<file path="config.mk">
export PLATFORM = sky130hd
export DESIGN_NAME = idma_desc64_fetch_ctrl
export DESIGN_NICKNAME = d
export VERILOG_FILES = /design/src/rtl/idma_desc64_fetch_ctrl.sv
export SDC_FILE = /design/constraint.sdc
export NUM_CORES = 1
export LEC_CHECK = 0
export BUFFER_PORTS_ARGS = -buffer_cell sky130_fd_sc_hd__buf_2
export CORE_ASPECT_RATIO = 0.9
export CORE_UTILIZATION = 35
export DETAILED_ROUTE_END_ITERATION = 12
export HOLD_SLACK_MARGIN = 0.15
export PLACE_DENSITY = 0.74
export SLEW_MARGIN = 20
export SYNTH_ARGS = -nofsm -noshare
export SYNTH_HDL_FRONTEND = slang
export SYNTH_SLANG_ARGS = --single-unit
</file>
<file path="constraint.sdc">
create_clock -name clk_i -period 3.7 [get_ports clk_i]
set_clock_uncertainty 0.2 [all_clocks]
set_input_delay 0.185 -clock clk_i [delete_from_list [all_inputs] [get_ports clk_i]]
set_output_delay 0.185 -clock clk_i [all_outputs]
set_load 0.005 [all_outputs]
</file>
<file path="src/rtl/idma_desc64_fetch_ctrl.sv">
// Descriptor fetch sequencer for the desc64 frontend: issues one AR burst per 256-bit
// descriptor, follows next-descriptor links and bounds in-flight fetches with credits.
module idma_desc64_fetch_ctrl #(
  parameter int unsigned AddrWidth  = 64,
  parameter int unsigned DataWidth  = 64,
  parameter int unsigned NumCredits = 4,
  parameter type         addr_t     = logic [AddrWidth-1:0],
  localparam int unsigned CreditWidth = $clog2(NumCredits + 1)
) (
  input  logic                   clk_i,
  input  logic                   rst_ni,
  input  addr_t                  head_addr_i,
  input  logic                   head_valid_i,
  output logic                   head_ready_o,
  output addr_t                  ar_addr_o,
  output logic [7:0]             ar_len_o,
  output logic [2:0]             ar_size_o,
  output logic [1:0]             ar_burst_o,
  output logic                   ar_valid_o,
  input  logic                   ar_ready_i,
  input  addr_t                  next_addr_i,
  input  logic                   next_addr_valid_i,
  input  logic                   req_pop_i,
  output logic                   chain_done_o,
  output logic                   busy_o,
  output logic [CreditWidth-1:0] credits_o
);

  if (AddrWidth != 64) begin : gen_addr_width_check
    $error("idma_desc64_fetch_ctrl: AddrWidth must be 64");
  end
  if (!(DataWidth == 32 || DataWidth == 64 || DataWidth == 128 || DataWidth == 256))
  begin : gen_data_width_check
    $error("idma_desc64_fetch_ctrl: DataWidth must be 32, 64, 128 or 256");
  end
  if (NumCredits < 1 || NumCredits > 15) begin : gen_credit_check
    $error("idma_desc64_fetch_ctrl: NumCredits must be in 1..15");
  end

  localparam logic [CreditWidth-1:0] MaxCredits = CreditWidth'(NumCredits);

  typedef enum logic [1:0] {StIdle, StIssue, StWaitNext} state_e;

  state_e                 state_q, state_d;
  addr_t                  addr_q, addr_d;
  logic                   seen_q, seen_d;
  logic                   done_q, done_d;
  logic [CreditWidth-1:0] credits_q, credits_d;
  logic                   ar_hs;
  logic                   capture;

  // One descriptor is exactly one 256-bit burst.
  assign ar_len_o   = 8'(256 / DataWidth - 1);
  assign ar_size_o  = 3'($clog2(DataWidth / 8));
  assign ar_burst_o = 2'b01;
  assign ar_addr_o  = addr_q;

  assign chain_done_o = done_q;
  assign busy_o       = (state_q != StIdle);
  assign credits_o    = credits_q;

  always_comb begin
    state_d      = state_q;
    addr_d       = addr_q;
    done_d       = 1'b0;
    head_ready_o = 1'b0;
    ar_valid_o   = 1'b0;
    capture      = 1'b0;
    unique case (state_q)
      StIdle: begin
        head_ready_o = 1'b1;
        if (head_valid_i) begin
          addr_d  = head_addr_i;
          state_d = StIssue;
        end
      end
      StIssue: begin
        // Valid cannot drop once raised: only a handshake consumes a credit.
        ar_valid_o = (credits_q != '0);
        if (ar_valid_o && ar_ready_i) state_d = StWaitNext;
      end
      StWaitNext: begin
        if (next_addr_valid_i && !seen_q) begin
          capture = 1'b1;
          if (next_addr_i == '1) begin
            done_d  = 1'b1;
            state_d = StIdle;
          end else begin
            addr_d  = next_addr_i;
            state_d = StIssue;
          end
        end
      end
      default: state_d = StIdle;
    endcase

    ar_hs = ar_valid_o && ar_ready_i;
    // A valid held across a stalled R beat must not be captured twice.
    seen_d = next_addr_valid_i && (seen_q || capture);

    credits_d = credits_q;
    if (req_pop_i && !ar_hs && (credits_q != MaxCredits)) begin
      credits_d = credits_q + 1'b1;
    end else if (ar_hs && !req_pop_i) begin
      credits_d = credits_q - 1'b1;
    end
  end

  always_ff @(posedge clk_i or negedge rst_ni) begin
    if (!rst_ni) begin
      state_q   <= StIdle;
      addr_q    <= '0;
      seen_q    <= 1'b0;
      done_q    <= 1'b0;
      credits_q <= MaxCredits;
    end else begin
      state_q   <= state_d;
      addr_q    <= addr_d;
      seen_q    <= seen_d;
      done_q    <= done_d;
      credits_q <= credits_d;
    end
  end

  credit_overflow_a: assert property (@(posedge clk_i) disable iff (!rst_ni)
    !(req_pop_i && (credits_q == MaxCredits)))
    else $error("req_pop_i while all credits are free");

endmodule

</file>
==> flow_metrics.env <==
export IMPL_antenna_left=0
export IMPL_syn_area_per_cell_sq_um=9.53
export IMPL_drc_errors=0
export IMPL_clock_latency_ps=320
export IMPL_maxCapViolations=0
export IMPL_seqPwrFrac=0.308
export IMPL_post_cts_resized=0
export IMPL_seq_area_frac_synth=0.450
export IMPL_yosysMostFrequentCell="nand2_1"
export IMPL_setup_viol=0
export IMPL_place_congestion=0.806
export IMPL_grt_pass1_wl_um=20500
export IMPL_pin_count=218
export IMPL_cts_buffer_depth=2
export IMPL_cts_max_level=3
export IMPL_yosys_register_bits=71
export IMPL_synth_commonest_cells="nand2_1 (195), dfrtp_1 (70), mux2_4 (49)"
export IMPL_post_route_util=0.614
export IMPL_pre_cts_slack_ps=1010
export IMPL_min_period_over_period=0.952
export IMPL_dieArea_sq_um=11700
export IMPL_tightest_slew_ps=901
export IMPL_crit_buf_inv=5
export IMPL_area_delta_synth_final_pct=69.1
export IMPL_period_needed_ps=3520
export IMPL_die_h_um=103
export IMPL_grtUsageMet3=0.0441
export IMPL_cts_buffers=9
export IMPL_postCtsSetupRepairBufs=0
export IMPL_finalInstanceArea_sq_um=6690
export IMPL_power_mw=4.72
export IMPL_outcome="complete, no violations"
export IMPL_avgViaCountPerCell=4.68
export IMPL_clk_pin_slew_ps=50
export IMPL_synth_area_sq_um=3950
export IMPL_cpPeakStageDelay_ps=590
export IMPL_busiest_layer="met2"
export IMPL_p_leak_nw=3.49
export IMPL_drt_iter0_drc=175
export IMPL_final_max_slew_violation_count=0
export IMPL_place_area_sq_um=5020
export IMPL_hold_viol_final=0
export IMPL_synth_top_area_cell="dfrtp_1"
export IMPL_dp_hpwl_um=7840
export IMPL_grtUsageMet1=0.263
export IMPL_setup_slack_ps=178
export IMPL_placedCellCount=750
export IMPL_final_cells=902
export IMPL_antenna_cells=0
export IMPL_num_vias=4223
export IMPL_p_per_area_nw_per_um2=706
export IMPL_cp_slowest_cell="dlygate4sd3_1"
export IMPL_wl_per_cell_um=14.8
export IMPL_swShare=0.328
export IMPL_required_ps=3700
export IMPL_clkPwrFrac=0.175
export IMPL_synth_flop_cell="dfrtp_1"
export IMPL_postSynthCellCount=415
export IMPL_crit_top_cell="dlygate4sd3_1"
export IMPL_drive_gt1_frac=0.387
export IMPL_grt_max_degree=72
export IMPL_ir_drop_mv=0.372
export IMPL_postCtsHoldBufs=136
export IMPL_cp_max_fo=42
export IMPL_yosys_warnings=0
export IMPL_cts_tree="yes"
export IMPL_num_nets_final=881
export IMPL_wl_um=13300
export IMPL_crit_chain="dlygate4sd3_1 -> buf_2 -> nand4_1 -> dlygate4sd3_1 -> nor4_1 -> dlygate4sd3_1 -> nand4_1 -> o21a_4 -> buf_16 -> mux2_4"
export IMPL_crit_family="buffers and inverters"
export IMPL_core_sq_um=10900
export IMPL_start_util=0.363
export IMPL_rows=36
export IMPL_grt_pass1_vias=4274
export IMPL_synthTopCellsByArea="dfrtp_1 (44%), mux2_4 (19%), nand2_1 (19%)"
export IMPL_rsz0062_at_grt="false"
export IMPL_max_freq_mhz=284
export IMPL_setup_tns_ps=0
export IMPL_synth_edf_count=0
export IMPL_portBuffers=204
export IMPL_clock_sinks=71
export IMPL_grt_use_met2=0.408
export IMPL_synth_cell_types=29
export IMPL_async_reset_ff_frac=1.00
export IMPL_critPathKind="input port to register"
export IMPL_whs_ps=301
export IMPL_synth_top_area_share=0.443
export IMPL_firstDrtPassIters=7
export IMPL_endpoint_kind="register"
export IMPL_pwr_share_comb=0.518
export IMPL_relSlewSlack=0.399
export IMPL_antenna_found_initial=0
export IMPL_critPathLaunchType="input port"
export IMPL_p_switching_mw=1.55
export IMPL_cts_root_buf="clkbuf_16"
export IMPL_dieWidth_um=114
export IMPL_p_int_mw=3.17
export IMPL_hp_class="register to register"
export IMPL_grt_usage=0.226
export IMPL_arrival_ps=3520
export IMPL_overflow=0
-- layout make-up --
cell class | instances | area (sq um)
Clock inverter | 4 | 47.5
Sequential cell | 71 | 1780
Inverter | 3 | 11.3
Multi-Input combinational cell | 318 | 2000
Timing Repair Buffer | 343 | 2430
Clock buffer | 11 | 233
Fill cell | 863 | 4210
Tap cell | 152 | 190
-- flip-flops by register name (all words and copies together) (netlist names) --
register / cells
ar_addr_o: 64
credits_o: 3
state_q: 2
chain_done_o: 1
seen_q: 1
-- power by group through the flow --
stage / registers, mW / clock network [mW] / logic, mW
finish: 1.45 / 0.824 / 2.44
global route: 1.50 / 0.888 / 2.65
CTS: 1.44 / 0.860 / 2.40
detailed placement: 1.43 / 0 / 2.04
global placement: 1.43 / 0 / 1.98
floorplan: 1.44 / 0 / 1.33
-- cell families after synthesis --
logic type	synth area share
flip-flops	0.450
multiplexers	0.234
adder cells (fa/ha/maj)	0.00506
other	0.00190
XOR/XNOR	0.00443
AND/OR/NAND/NOR	0.235
buffers and inverters	0.0592
AO/OA/AOI/OAI	0.0104
-- layout by cell type, fill, tap and decap left out, types with 3 or more instances in the layout --
| cell | count |
|---|---|
| buf_2 | 203 |
| nand2_1 | 195 |
| dlygate4sd3_1 | 136 |
| dfrtp_1 | 70 |
| mux2_4 | 49 |
| nand4_1 | 17 |
| mux2_2 | 16 |
| conb_1 | 13 |
| clkbuf_16 | 9 |
| nor2_1 | 6 |
| nor4_1 | 4 |
| inv_1 | 3 |
| buf_4 | 3 |
-- worst reg2reg max path: stages (launching register included) --
cell	delay, ps
dfrtp_1	400
inv_1	150
nor2_4	470
buf_4	540
nand2_1	200
nand2_1	90
dlygate4sd3_1	540
mux2_4	130
-- routing by layer --
layer  vias up  wire [um]
li1       1984          -
met5         -          0
met2       216       6840
met4         0        269
met3        30        856
met1      1993       5340
-- path summary, 6_finish.rpt --
check                                startpoint            end  slack (ps)  cells after the start
worst max-delay path            next_addr_i[49]  ar_addr_o[12]         180                     10
worst min-delay path              ar_addr_o[19]  ar_addr_o[19]         300                      1
worst max register to register       state_q[1]  ar_addr_o[30]         930                      7
worst min register to register    ar_addr_o[19]  ar_addr_o[19]         300                      1
max in group asynchronous                rst_ni  ar_addr_o[24]        2350                      2
min in group asynchronous                rst_ni   ar_addr_o[6]         350                      2
No activity file was read; power rests on OpenSTA's default activity.
